## src/rtl/irq_pkg.sv

```systemverilog
// Shared definitions for the interrupt controller: register map, timer line
// index and timer control bit positions.
package irq_pkg;

    typedef enum logic [2:0] {
        IRQ_PENDING = 3'd0,
        IRQ_ENABLE  = 3'd1,
        IRQ_EDGE    = 3'd2,
        IRQ_COUNT   = 3'd3,
        IRQ_COMPARE = 3'd4,
        IRQ_CTRL    = 3'd5,
        IRQ_RAW     = 3'd6,
        IRQ_NONE    = 3'd7
    } irq_reg_e;

    localparam int          TIMER_LINE      = 7;
    localparam int          CTRL_EN_BIT     = 0;
    localparam int          CTRL_RELOAD_BIT = 1;
    localparam logic [31:0] COMPARE_RST     = 32'hFFFF_FFFF;

endpackage

```

## src/rtl/irq_if.sv

```systemverilog
// Word-addressed register port between the memory stage and the interrupt
// controller.
interface irq_if;

    logic [2:0]  addr;
    logic        wr_en;
    logic [63:0] wr_data;
    logic [63:0] rd_data;

    modport master (output addr, output wr_en, output wr_data, input rd_data);
    modport slave  (input addr, input wr_en, input wr_data, output rd_data);

endinterface

```

## src/rtl/irq_sync.sv

```systemverilog
// Multi-flop synchroniser for asynchronous interrupt lines, plus a one-cycle
// history flop used for rising-edge detection.
module irq_sync #(
    parameter int WIDTH = 7,
    parameter int DEPTH = 2
) (
    input  logic             clk,
    input  logic             rst,
    input  logic [WIDTH-1:0] async_i,
    output logic [WIDTH-1:0] sync_o,
    output logic [WIDTH-1:0] rise_o
);

    logic [WIDTH-1:0] stage_q [DEPTH];
    logic [WIDTH-1:0] prev_q;

    always_ff @(posedge clk or posedge rst) begin
        if (rst) begin
            for (int i = 0; i < DEPTH; i++) stage_q[i] <= '0;
            prev_q <= '0;
        end else begin
            stage_q[0] <= async_i;
            for (int i = 1; i < DEPTH; i++) stage_q[i] <= stage_q[i-1];
            prev_q <= stage_q[DEPTH-1];
        end
    end

    assign sync_o = stage_q[DEPTH-1];
    assign rise_o = sync_o & ~prev_q;

endmodule

```

## src/rtl/irq_controller.sv

```systemverilog
// Interrupt controller: seven synchronised external lines plus a Count/Compare
// timer on line 7, latched as pending and masked into CP0's interrupt_source.
module irq_controller
    import irq_pkg::*;
#(
    parameter int SYNC_STAGES = 2,
    parameter int N_EXT       = 7
) (
    input  logic             clock,
    input  logic             reset,
    input  logic [N_EXT-1:0] irq_in,
    irq_if.slave             bus,
    output logic [7:0]       interrupt_source
);

    logic [N_EXT-1:0] sync, rise;
    logic [7:0]       pending_q, pending_d;
    logic [7:0]       enable_q, enable_d;
    logic [N_EXT-1:0] edge_q, edge_d;
    logic [31:0]      count_q, count_d;
    logic [31:0]      compare_q, compare_d;
    logic [1:0]       ctrl_q, ctrl_d;
    logic             wr_pend, wr_count, wr_compare, match;
    logic             unused_wr_hi;

    irq_sync #(.WIDTH(N_EXT), .DEPTH(SYNC_STAGES)) u_sync (
        .clk     (clock),
        .rst     (reset),
        .async_i (irq_in),
        .sync_o  (sync),
        .rise_o  (rise)
    );

    assign wr_pend      = bus.wr_en && (bus.addr == IRQ_PENDING);
    assign wr_count     = bus.wr_en && (bus.addr == IRQ_COUNT);
    assign wr_compare   = bus.wr_en && (bus.addr == IRQ_COMPARE);
    assign match        = ctrl_q[CTRL_EN_BIT] && (count_q == compare_q);
    assign unused_wr_hi = ^bus.wr_data[63:32];

    always_comb begin
        pending_d = pending_q;
        enable_d  = enable_q;
        edge_d    = edge_q;
        count_d   = count_q;
        compare_d = compare_q;
        ctrl_d    = ctrl_q;

        // Level lines track the synchroniser; edge lines give a new rise priority over W1C.
        for (int i = 0; i < N_EXT; i++) begin
            if (!edge_q[i])                       pending_d[i] = sync[i];
            else if (rise[i])                     pending_d[i] = 1'b1;
            else if (wr_pend && bus.wr_data[i])   pending_d[i] = 1'b0;
        end

        // A COMPARE write acknowledges the timer even against a simultaneous match.
        if (wr_compare)                                  pending_d[TIMER_LINE] = 1'b0;
        else if (match)                                  pending_d[TIMER_LINE] = 1'b1;
        else if (wr_pend && bus.wr_data[TIMER_LINE])     pending_d[TIMER_LINE] = 1'b0;

        if (wr_count)
            count_d = bus.wr_data[31:0];
        else if (ctrl_q[CTRL_EN_BIT])
            count_d = (match && ctrl_q[CTRL_RELOAD_BIT]) ? 32'd0 : count_q + 32'd1;

        if (bus.wr_en) begin
            case (bus.addr)
                IRQ_ENABLE:  enable_d  = bus.wr_data[7:0];
                IRQ_EDGE:    edge_d    = bus.wr_data[N_EXT-1:0];
                IRQ_COMPARE: compare_d = bus.wr_data[31:0];
                IRQ_CTRL:    ctrl_d    = bus.wr_data[1:0];
                default:     ;
            endcase
        end
    end

    always_ff @(posedge clock or posedge reset) begin
        if (reset) begin
            pending_q <= '0;
            enable_q  <= '0;
            edge_q    <= '0;
            count_q   <= '0;
            compare_q <= COMPARE_RST;
            ctrl_q    <= '0;
        end else begin
            pending_q <= pending_d;
            enable_q  <= enable_d;
            edge_q    <= edge_d;
            count_q   <= count_d;
            compare_q <= compare_d;
            ctrl_q    <= ctrl_d;
        end
    end

    always_comb begin
        bus.rd_data = '0;
        case (bus.addr)
            IRQ_PENDING: bus.rd_data = 64'(pending_q);
            IRQ_ENABLE:  bus.rd_data = 64'(enable_q);
            IRQ_EDGE:    bus.rd_data = 64'(edge_q);
            IRQ_COUNT:   bus.rd_data = 64'(count_q);
            IRQ_COMPARE: bus.rd_data = 64'(compare_q);
            IRQ_CTRL:    bus.rd_data = 64'(ctrl_q);
            IRQ_RAW:     bus.rd_data = 64'(sync);
            default:     bus.rd_data = '0;
        endcase
    end

    assign interrupt_source = pending_q & enable_q;

endmodule

```

## src/flat_wrapper.sv

```systemverilog
// flat-port wrapper written by rule: the top's interface ports become plain ports
module irq_controller_flat import irq_pkg::*;
#(
    parameter int SYNC_STAGES = 2,
    parameter int N_EXT       = 7
)
  (clock, reset, irq_in, interrupt_source, bus_addr, bus_wr_en, bus_wr_data, bus_rd_data);
  irq_if bus_i ();
  input  logic clock;
  input  logic reset;
  input  logic [N_EXT-1:0] irq_in;
  output logic [7:0] interrupt_source;
  input wire logic [$bits(bus_i.addr)-1:0] bus_addr;
  input wire logic [$bits(bus_i.wr_en)-1:0] bus_wr_en;
  input wire logic [$bits(bus_i.wr_data)-1:0] bus_wr_data;
  output wire logic [$bits(bus_i.rd_data)-1:0] bus_rd_data;
  assign bus_i.addr = bus_addr;
  assign bus_i.wr_en = bus_wr_en;
  assign bus_i.wr_data = bus_wr_data;
  assign bus_rd_data = bus_i.rd_data;
  irq_controller #(.SYNC_STAGES(SYNC_STAGES), .N_EXT(N_EXT)) u_core (.clock(clock), .reset(reset), .irq_in(irq_in), .bus(bus_i), .interrupt_source(interrupt_source));
endmodule
```

## config.mk

```make
export PLATFORM = sky130hd
export DESIGN_NAME = irq_controller_flat
export DESIGN_NICKNAME = d
export VERILOG_FILES = /design/src/rtl/irq_pkg.sv /design/src/rtl/irq_if.sv /design/src/rtl/irq_sync.sv /design/src/rtl/irq_controller.sv /design/src/flat_wrapper.sv
export SDC_FILE = /design/constraint.sdc
export NUM_CORES = 1
export LEC_CHECK = 0
export BUFFER_PORTS_ARGS = -buffer_cell sky130_fd_sc_hd__buf_2
export CORE_MARGIN = 10
export CORE_UTILIZATION = 44
export CTS_CLUSTER_DIAMETER = 60
export DETAILED_ROUTE_END_ITERATION = 16
export PLACE_DENSITY = 0.67
export SYNTH_ARGS = -nofsm -noshare
export SYNTH_HDL_FRONTEND = slang
export SYNTH_SLANG_ARGS = --single-unit
```

## constraint.sdc

```tcl
create_clock -name clock -period 5.04 [get_ports clock]
set_input_delay 1.512 -clock clock [delete_from_list [all_inputs] [get_ports clock]]
set_output_delay 1.512 -clock clock [all_outputs]
set_load 0.05 [all_outputs]
```

After elaboration in Yosys (flattened, before gate mapping)
Cells that the tools add are included.
W data, S select, Z words.
{"block": "totals", "regBits": 110, "latch_bits": 0, "ram_bits": 0, "romBits": 0, "input_bits": 77, "output_inout_bits": 72, "elab_cells": 82, "memories": 0}
{"block": "op_classes", "add_sub_neg": 1, "mul": 0, "n_div": 0, "order_cmp": 0, "n_eq_ne": 14, "shifts": 0, "muxes": 28, "bitwise": 3, "reduce_logical": 20}
{"operator": "$pmux W32 S7", "n": 1}
{"operator": "$mux W32", "n": 3}
{"operator": "$add A32 B1 Y32 const B", "n": 1}
{"operator": "$eq A32 B32 Y1", "n": 1}
{"operator": "$mux W1", "n": 24}
{"operator": "$ne A3 B2 Y1 const B", "n": 7}
{"operator": "$logic_and A1 B1 Y1", "n": 13}
{"operator": "$eq A3 B3 Y1 const B", "n": 3}
{"operator": "$and A8 B8 Y8", "n": 1}
{"operator": "$reduce_and A2 Y1", "n": 4}
{"operator": "$and A7 B7 Y7", "n": 1}
{"operator": "$not A7 Y7", "n": 1}
{"operator": "$eq A3 B2 Y1 const B", "n": 2}
{"operator": "$eq A3 B1 Y1 const B", "n": 1}
{"operator": "$logic_not A3 Y1", "n": 1}
{"operator": "$reduce_bool A3 Y1", "n": 1}
{"operator": "$reduce_bool A2 Y1", "n": 1}

Longest topological paths before layout
{"block": "logic_depth", "depth_word": 6, "ltp_mapped": 9, "ltp_nobuf": 7}

By module
Synthesis repeated with hierarchy kept, for this count alone.
{"block": "unflattened", "hier_cells": 657, "hier_area_um2": 6481.2}
{"mod": "irq_controller", "instances": 1, "cells_each": 621, "area_each_um2": 5803.1, "seq_area_each_um2": 2267.2}
{"mod": "irq_sync", "instances": 1, "cells_each": 36, "area_each_um2": 678.2, "seq_area_each_um2": 525.5}

Worst setup path before layout
No wires, ideal clock.
{"block": "synth_timing", "path_type": "in2out", "start": "in bus_addr[0]", "end": "out bus_rd_data[5]", "t_arrival_ns": 3.347, "required_ns": 3.528, "path_slack_ns": 0.181, "cell_stages": 6, "n_path_buf": 2, "cell_sequence": "buf_2 buf_1 mux2i_1 nor2_1 a21oi_1 o21ai_0"}
{"block": "synth_between", "elab_chain_cells": 2, "word_cells_on_any_way": 8, "classes_between": "6 x eq/ne; 1 x mux; 1 x reduce/logical"}
{"element": "from (decl)", "line": "flat_wrapper.sv:13", "source": "input wire logic [$bits(bus_i.addr)-1:0] bus_addr;"}
{"element": "$eq A3 B3 Y1 (tied with other cells)", "line": "irq_controller.sv:96", "source": "case (bus.addr)"}
{"element": "$pmux W32 S7 (*)", "line": "irq_controller.sv:96"}
{"element": "to (decl)", "line": "flat_wrapper.sv:16", "source": "output wire logic [$bits(bus_i.rd_data)-1:0] bus_rd_data;"}
Mark *: on every way between the ends. The rest lies on a longest branch, timed or not.

Worst setup path in the final report
{"block": "layout_timing", "start": "in bus_addr[0]", "end": "out bus_rd_data[7]"}
The elaborated chain is that of the path after synthesis.

==> impl_results.md <==
- Status: completed
- Total number of vias: 5147
- RSZ-0062 raised after global routing: false
- Min Clock Period, post-route: approximately 4.6 ns
- Post-CTS setup buffer count: 0
- DR WL/cell: 19.4 um
- Fraction of registers with async set/reset: 1.00
- GP Congestion: 0.895
- Sequential area share after synthesis: 0.436
- Synth Instances: 644
- Worst setup EP type: primary output
- H-tree levels: 3
- Design Area, Final: 7140 sq um
- Initial Util: 0.444
- Clock buffer count from CTS: 9
- Post-DP HPWL: 12.1 mm
- Area Overhead vs Synth: 11.5%
- Overflow after GRT: 0
- Post-Synth Simple-Gate Area: 0.205
- Synth warn: 0
- Pre-Repair DR Iteration Count: 5
- Initial DRC count: 371
- M1 GR Usage: 0.216
- Area leader, netlist: dfrtp_1
- Slew @ Worst Pin: 0.938 ns
- Hold Fails Final Rpt: 0
- Setup-failing EPs final: 0
- TritonCTS clock tree: done
- Global Route met3 Usage: 0.0642
- Setup TNS: 0 ns
- Dpl ws: 0.450 ns
- Post-route clock period utilization: 0.917
- Dominant cells by area after synthesis: dfrtp_1 (30%), dfstp_2 (13%), mux2_2 (9.0%)
- Worst setup SP type: input pin
- Pleak: 2.96 nW
- P per Cell Area: 423 nW/um^2
- Gr busiest metal: met2
- Max-Slew Margin vs Limit: 0.373
- Clk slew on worst S/H paths: ~0.07 ns
- Post-synthesis mux area share: 0.107
- GRT Util Overall: 0.173
- Synth Area in Adders: 0.00195
- Vias in the first global route: 5183
- Mapped cell area: 6410 sq um
- Worst-skew pair later-pin latency: 0.37 ns
- Placed cell area: ~6800 sq um
- Die H: roughly 140 um
- Cts repair resizes: 0
- Largest net degree at the start of global routing: 70
- Worst EP arrival: 3.11 ns
- Highest clock rate: 0.216 GHz
- Hold WS: ~0.35 ns
- CP Data Required Time: 3.53 ns
- Tightest Hold Check Type: flip-flop to flip-flop
- Top cell type's share of synthesized area: 0.305
- Clk sinks: 110
- Clk_skew: 0.0111 ns
- Worst Setup Path Type: input pin to primary output
- VDD IR max: approximately 330 uV
- Io pins: approximately 150
- Post-synthesis compound-gate area fraction: 0.133
- Worst path slowest cell: buf_2
- Fin worst setup slack: 0.419 ns
- XOR/XNOR share of the synthesized area: 0.0410
- Final nets: a little under 800
- Ratio of cells with drive above 1 in the final layout: 0.295
- Main combinational cell family by area after synthesis: simple AND/OR/NAND/NOR gates
- Largest stage delay on the critical path: 0.38 ns
- Grt met2 use: 0.277
- DRC: 0
- Hold_buf cts: 0
- Global-route wire length before repair: 28.0 mm
- CP cell instances: buf_2, nand2_1, nor2_2, buf_4, nand2_1, o21ai_0, buf_2
- Util after Layout: 0.495
- Drt via density: around 5.8
- Seq cells post-synth: 110
- Std-Cell Rows: 44
- Max Cap Viol: 0
- Initial antenna violation count: 0
- Antenna Violating Nets Remaining: 0
- Crit-path max FO: 25
- Synth Flop Type: dfrtp_1
- Post-synth EDFFs: 0
- Clock buffer depth: 2
- # diodes: 0
- Layout fillers: roughly 1300
- Total die area: 19800 sq um
- Yosys cell types: 61
- # port buffers: 84
- Wirelength, routed: ~17 mm
- Chip width: 141 um
- Core ar.: 14400 sq um
- Clock tree root driver cell: clkbuf_16
- Final slew viol count: 0
- Avg Cell Area, Syn: 9.95 sq um
==> routing by layer <==
metal	routed length, um	part of all wire
met5	0	0
met4	178	0.010
met3	1500	0.087
met2	8180	0.47
met1	7430	0.43
==> cell usage in the layout (no fill, tap or decap), types with 14 or more instances in the layout <==
cell type  synthesis  routed
a21oi_1           32      32
conb_1             1      32
nand2_1           57      57
xnor2_1           20      20
and3_1            23      23
mux2_2            51      51
a22o_1            26      26
nor3b_1           14      14
o21ai_0           22      22
dfstp_2           32      32
and2_1            15      15
nand3_1           26      26
dfrtp_1           78      78
nand4_1           17      17
buf_2             14      84
nor2_1            24      22
==> path summary, 6_finish.rpt <==
check	cells past startpoint	endpoint	slack [ns]	startpoint
setup / recovery	7	bus_rd_data[7]	0.42	bus_addr[0]
setup reg to reg	6	u_core.count_q[10]	1.70	u_core.count_q[6]
hold / removal	0	u_core.u_sync.sync_o[0]	0.35	u_core.u_sync.stage_q[7]
hold reg to reg	0	u_core.u_sync.sync_o[0]	0.35	u_core.u_sync.stage_q[7]
min in group asynchronous	2	u_core.u_sync.stage_q[11]	1.32	reset
max in group asynchronous	3	u_core.compare_q[16]	2.83	reset
==> final cells by class <==
class,instances,area (sq um),share of cell area
Inverter,7,28.8,0.00403
Tap cell,184,230,0.0322
Multi-Input combinational cell,477,3260,0.457
Sequential cell,110,2790,0.391
Timing Repair Buffer,95,515,0.0722
Clock inverter,6,75.1,0.0105
Clock buffer,10,239,0.0335
==> worst max-delay path: cells and delay by family <==
kind,cells,cell delay [ns]
AOI/OAI and AO/OA,1,0.12
buffers and inverters,3,1.02
and+or+nand+nor,3,0.45
==> report_power, final <==
group          switching [mW]  leakage, nW  internal (mW)
clock                   0.350        0.152          0.407
sequential              0.222         1.20           1.09
combinational           0.574         1.60          0.375
total                    1.15         2.96           1.87
==> registers in the layout, summed over array words and instances (netlist names) <==
register               flops
u_core.compare_q          32
u_core.pending_q           8
u_core.edge_q              7
u_core.enable_q            8
u_core.count_q            32
u_core.u_sync.sync_o       7
u_core.ctrl_q              2
u_core.u_sync.prev_q       7
u_core.u_sync.stage_q      7
==> cells by family after synthesis <==
group / after synthesis
and+or+nand+nor: 232
muxes: 61
adders and majority gates: 1
xor gates and xnor gates: 30
buffers and inverters: 88
other: 1
AOI/OAI and AO/OA: 121
DFF: 110
==> synth_stat cells (all sizes together), types with 8 or more instances <==
master,instances
nand4,18
nor4,9
nor3,11
and3,23
dfstp,32
nor4b,8
and2,15
buf,49
mux2i,9
xor2,10
mux2,51
nand2,57
dfrtp,78
xnor2,20
nor2,25
nand3,26
o21ai,24
a22o,26
and4,9
nor3b,15
a21oi,32
clkbuf,32
==> metrics by stage <==
stage / instances / power (mW)
global placement: 873 / 2.24
global route: 889 / 3.19
CTS: 889 / 3.03
finish: 889 / 3.02
floorplan: 675 / 2.05
detailed placement: 873 / 2.27
Power figures use the tool's default switching activity.
